`src/rtl/exunit_share_arb_pkg.sv`:
```
// Shared widths for the execution-unit sharing arbiter.
// Speculative tags are one-hot; the default tag width matches the rest of the core.
package exunit_share_arb_pkg;

  localparam int SPECTAG_LEN_DEF = 5;
  localparam int ENTSEL_DEF      = 2;

  localparam int NUM_STATIONS = 2;

endpackage

```
`src/rtl/exunit_share_arb_rr_pick2.sv`:
```
// Two-way round-robin picker: lp names the last winner, so the other requester wins a tie.
module rr_pick2 (
  input  logic [1:0] req,
  input  logic       lp,
  output logic [1:0] gnt
);

  assign gnt[0] = req[0] & (~req[1] | lp);
  assign gnt[1] = req[1] & (~req[0] | ~lp);

endmodule

```
`src/rtl/exunit_share_arb.sv`:
```
// Shares one non-pipelined, variable-latency execution unit between two in-order
// reservation stations; tracks the single in-flight op and kills it on a mispredict.
module exunit_share_arb
  import exunit_share_arb_pkg::*;
#(
  parameter int ENTSEL      = ENTSEL_DEF,
  parameter int SPECTAG_LEN = SPECTAG_LEN_DEF
) (
  input  logic                   clk,
  input  logic                   reset,
  input  logic                   rdy0,
  input  logic                   rdy1,
  input  logic [ENTSEL-1:0]      ptr0,
  input  logic [ENTSEL-1:0]      ptr1,
  input  logic [SPECTAG_LEN-1:0] spectag0,
  input  logic [SPECTAG_LEN-1:0] spectag1,
  input  logic                   prmiss,
  input  logic                   prsuccess,
  input  logic [SPECTAG_LEN-1:0] killspecvec,
  input  logic [SPECTAG_LEN-1:0] specfixtag,
  input  logic                   ex_done,
  output logic                   exbusy0,
  output logic                   exbusy1,
  output logic                   ex_start,
  output logic                   ex_abort,
  output logic                   done_valid,
  output logic                   done_src,
  output logic [ENTSEL-1:0]      done_ptr,
  output logic                   inflight
);

  typedef enum logic {ST_IDLE = 1'b0, ST_BUSY = 1'b1} arb_state_e;

  arb_state_e             r_state;
  logic                   r_own;
  logic                   r_lp;
  logic [ENTSEL-1:0]      r_hptr;
  logic [SPECTAG_LEN-1:0] r_htag;

  logic                   w_busy;
  logic                   w_kill;
  logic                   w_done;
  logic                   w_free;
  logic [1:0]             w_rdy;
  logic [1:0]             w_req;
  logic [1:0]             w_gnt;
  logic [1:0]             w_issue;
  logic                   w_start;
  logic                   w_isrc;
  logic [ENTSEL-1:0]      w_new_ptr;
  logic [SPECTAG_LEN-1:0] w_new_tag;
  logic [SPECTAG_LEN-1:0] w_fixmask;

  assign w_busy = (r_state == ST_BUSY);
  assign w_kill = w_busy & prmiss & (|(r_htag & killspecvec));
  assign w_done = w_busy & ex_done & ~w_kill;
  assign w_free = ~w_busy | w_done;

  assign w_rdy = {rdy1, rdy0};
  assign w_req = w_rdy & {NUM_STATIONS{w_free}};

  rr_pick2 u_pick (
    .req (w_req),
    .lp  (r_lp),
    .gnt (w_gnt)
  );

  // Stations gate their own issue with prmiss; mirror that so ownership tracking agrees.
  assign w_issue   = w_rdy & w_gnt & {NUM_STATIONS{~prmiss}};
  assign w_start   = |w_issue;
  assign w_isrc    = w_issue[1];
  assign w_new_ptr = w_isrc ? ptr1 : ptr0;
  assign w_new_tag = w_isrc ? spectag1 : spectag0;
  assign w_fixmask = prsuccess ? ~specfixtag : {SPECTAG_LEN{1'b1}};

  always_ff @(posedge clk) begin
    if (reset) begin
      r_state <= ST_IDLE;
      r_own   <= 1'b0;
      r_lp    <= 1'b1;
      r_hptr  <= '0;
      r_htag  <= '0;
    end else if (w_start) begin
      r_state <= ST_BUSY;
      r_own   <= w_isrc;
      r_lp    <= w_isrc;
      r_hptr  <= w_new_ptr;
      r_htag  <= w_new_tag & w_fixmask;
    end else if (w_kill || w_done) begin
      r_state <= ST_IDLE;
    end else if (w_busy) begin
      r_htag  <= r_htag & w_fixmask;
    end
  end

  assign exbusy0    = ~w_gnt[0];
  assign exbusy1    = ~w_gnt[1];
  assign ex_start   = w_start;
  assign ex_abort   = w_kill;
  assign done_valid = w_done;
  assign done_src   = r_own;
  assign done_ptr   = r_hptr;
  assign inflight   = w_busy;

endmodule

```
`config.mk`:
```
export PLATFORM = sky130hd
export DESIGN_NAME = exunit_share_arb
export DESIGN_NICKNAME = d
export VERILOG_FILES = /design/src/rtl/exunit_share_arb_pkg.sv /design/src/rtl/exunit_share_arb_rr_pick2.sv /design/src/rtl/exunit_share_arb.sv
export SDC_FILE = /design/constraint.sdc
export NUM_CORES = 1
export LEC_CHECK = 0
export CORE_UTILIZATION = 36
export CTS_CLUSTER_DIAMETER = 200
export CTS_CLUSTER_SIZE = 40
export DETAILED_ROUTE_END_ITERATION = 10
export GPL_TIMING_DRIVEN = 0
export PLACE_DENSITY = 0.85
export RECOVER_POWER = 25
export SLEW_MARGIN = 20
export SYNTH_ARGS = -nofsm -noshare
export SYNTH_HDL_FRONTEND = slang
export SYNTH_SLANG_ARGS = --single-unit
export TNS_END_PERCENT = 5
```
`constraint.sdc`:
```
create_clock -name clk -period 4.1 [get_ports clk]
set_clock_uncertainty 0.05 [all_clocks]
set_input_delay 0.82 -clock clk [delete_from_list [all_inputs] [get_ports clk]]
set_output_delay 0.82 -clock clk [all_outputs]
set_load 0.03 [all_outputs]
```
==> flow_metrics.env <==
export IMPL_stdcell_count=118
export IMPL_drtIter0Drc=7
export IMPL_r2r_end="r_htag[3]"
export IMPL_grt_max_degree=11
export IMPL_die_h_um=42.2
export IMPL_dpl_hpwl_um=1240
export IMPL_grt_pass1_vias=635
export IMPL_endpoint_kind="output pin"
export IMPL_syn_to_final_growth_pct=73.9
export IMPL_avgSynthCellArea_um2=9.68
export IMPL_r2r_worst_path_cells=5
export IMPL_netlist_area_leader_share=0.345
export IMPL_period_share=0.890
export IMPL_synth_largest_area_cell="dfxtp_1"
export IMPL_pin_count=40
export IMPL_fmax_ghz=0.274
export IMPL_use_met1=0.251
export IMPL_synth_edf_count=0
export IMPL_layout_nets=134
export IMPL_cts_sink_count=10
export IMPL_gr_total_overflow=0
export IMPL_r2r_start="inflight"
export IMPL_clk_insertion_delay_late_ps=270
export IMPL_drtAntennaViolNets=0
export IMPL_synth_ff_type="dfxtp_1"
export IMPL_hold_buffers=0
export IMPL_gr_usage_met2=0.356
export IMPL_synth_nets=91
export IMPL_worst_pin_slew_ps=551
export IMPL_vias=625
export IMPL_pwr_share_clk=0.303
export IMPL_path_clk_slew_ps=60
export IMPL_cts_tree="built"
export IMPL_p_sw_frac=0.284
export IMPL_synth_area_top_cells="dfxtp_1 (34%), a2111oi_2 (13%), nor2_1 (7.1%)"
export IMPL_row_count=14
export IMPL_grt_pass1_wl_um=2840
export IMPL_maxCapViolations=0
export IMPL_dp_slack_ps=577
export IMPL_cts_path_max_buffers=2
export IMPL_combPwrFrac=0.324
export IMPL_ys_types=26
export IMPL_cp_start_kind="primary input"
export IMPL_slew_violations=0
export IMPL_numCtsBuffers=3
export IMPL_setup_viol=0
export IMPL_cts_setup_buffers=0
export IMPL_critPathKind="primary input to output pin"
export IMPL_switchingPower_uw=83.6
export IMPL_setup_ws_ps=451
export IMPL_h_tree_depth=1
export IMPL_crit_end="exbusy0"
export IMPL_wire_per_inst_um=13.7
export IMPL_place_port_buffers=38
export IMPL_gr_usage_met3=0.0819
export IMPL_core_area_mm2=0.00151
export IMPL_vdd_ir_drop_max_uv=241
export IMPL_rsz0062_at_grt="no"
export IMPL_crit_required_ps=3230
export IMPL_seq_power_share=0.372
export IMPL_dr_pass1_iters=4
export IMPL_arrival_ps=2780
export IMPL_cp_max_fo=3
export IMPL_ys_warnings_count=0
export IMPL_dp_cells=114
export IMPL_internal_power_uw=211
export IMPL_die_w_um=42.2
export IMPL_fin_area_mm2=0.00101
export IMPL_syn_inst=60
export IMPL_num_antenna_cells=0
export IMPL_hold_viol_final=0
export IMPL_place_gp_congestion=0.872
export IMPL_r2r_slack_ps=2310
export IMPL_crit_start="killspecvec[2]"
export IMPL_fin_tns_setup_ps=0
export IMPL_leakage_uw=0.000369
export IMPL_ys_ff_latch=10
export IMPL_synth_area_um2=581
export IMPL_initial_core_util=0.385
export IMPL_power_density_mw_per_mm2=292
export IMPL_async_reset_ff_frac=0
export IMPL_status="complete, no violations"
export IMPL_wl_um=1610
export IMPL_synth_yosys_seq_area_share=0.345
export IMPL_min_period_ps=3650
export IMPL_placed_area_um2=981
export IMPL_drive_above_1_share=0.157
export IMPL_min_path_type="flip-flop to flip-flop"
export IMPL_top_usage_layer="met2"
export IMPL_gr_usage_all_layers=0.214
export IMPL_antenna_found_initial=0
export IMPL_cts_root_buf="clkbuf_4"
export IMPL_drt_vias_per_instance=5.30
export IMPL_maxSlewHeadroom=0.632
export IMPL_die_area_mm2=0.00178
export IMPL_cts_resized_gates=0
export IMPL_drc=0
-- flip-flops by register name, summed over array words and instances, names as in the netlist --
signal	cells
done_ptr	2
r_htag	5
done_src	1
inflight	1
r_lp	1
-- synth_stat cells, drive strengths merged (2+ instances only) --
library cell,number
mux2i,2
buf,2
a2111oi,5
nand3,2
nor2,12
o22ai,5
a211oi,2
a21oi,3
nand2,5
dfxtp,10
-- layout make-up --
type                            count  area (um^2)
Multi-Input combinational cell     47          362
Clock buffer                        4         36.3
Timing Repair Buffer               38          380
Buffer                              2         7.51
Fill cell                         125          497
Inverter                            1         3.75
Tap cell                           16         20.0
Sequential cell                    10          200
-- critical path: stages --
cell	delay (ps)
dlygate4sd3_1	530
a222oi_1	410
a21oi_1	170
nor2_1	160
nand3_1	90
clkdlybuf4s50_1	600
-- placed cells by master, fill, tap and decap left out --
| master | netlist | layout |
|---|---|---|
| inv_1 | 1 | 1 |
| a22oi_1 | 1 | 1 |
| nand3_1 | 1 | 1 |
| nand2b_1 | 1 | 1 |
| o22ai_1 | 5 | 5 |
| dlygate4sd3_1 | 0 | 2 |
| and3_1 | 1 | 1 |
| o21a_4 | 1 | 1 |
| or2b_4 | 1 | 1 |
| a21oi_2 | 1 | 1 |
| nand3_2 | 1 | 1 |
| a21boi_0 | 0 | 1 |
| nand4_4 | 1 | 1 |
| a222oi_1 | 1 | 1 |
| mux2i_1 | 2 | 2 |
| nand2_1 | 5 | 5 |
| buf_1 | 1 | 1 |
| a2111oi_2 | 5 | 5 |
| nand3b_1 | 1 | 1 |
| nor2_4 | 1 | 1 |
| clkdlybuf4s50_1 | 0 | 36 |
| dfxtp_1 | 10 | 10 |
| a21oi_1 | 2 | 2 |
| clkbuf_1 | 0 | 1 |
| clkbuf_8 | 0 | 1 |
| nor2_1 | 11 | 11 |
| a211oi_1 | 2 | 2 |
| clkbuf_4 | 0 | 3 |
| nor3_4 | 1 | 1 |
| nor2b_1 | 1 | 1 |
-- logic make-up after synthesis --
group                  synth area share
AND/OR/NAND/NOR                   0.278
buffers and inverters            0.0323
multiplexers                     0.0345
AO/OA/AOI/OAI                     0.310
flip-flops                        0.345
-- routing by layer --
| metal | share of wire | up-vias | wire (um) |
|---|---|---|---|
| li1 | - | 312 | - |
| met1 | 0.42 | 280 | 669 |
| met2 | 0.50 | 28 | 804 |
| met3 | 0.074 | 5 | 119 |
| met4 | 0.011 | 0 | 17 |
| met5 | 0 | - | 0 |
-- per-stage QoR --
step                 util  power [uW]  hold slack (ps)
floorplan               -         160              405
global placement    0.651         208              396
detailed placement  0.651         209              404
CTS                 0.675         300              414
global route        0.670         312              438
finish              0.670         295              409
-- power groups by stage --
stage | Sequential (uW) | Combinational (uW) | Clock [uW]
after floorplan | 117 | 43.0 | 0
after global placement | 112 | 96.1 | 0
after detailed placement | 112 | 97.1 | 0
after CTS | 110 | 97.8 | 92.4
after global routing | 111 | 103 | 97.8
final | 110 | 95.6 | 89.4
-- worst min-delay path by stage --
stage / start / to / slack (ps) / depth (start not counted)
6_report: done_src / done_src / 410 / 2
5_1_grt: done_src / done_src / 440 / 2
4_1_cts: done_src / done_src / 410 / 2
3_5_place_dp: done_src / done_src / 400 / 2
3_3_place_gp: done_src / done_src / 400 / 2
2_1_floorplan: r_lp / r_lp / 410 / 2
Power figures use the tool's default switching activity.
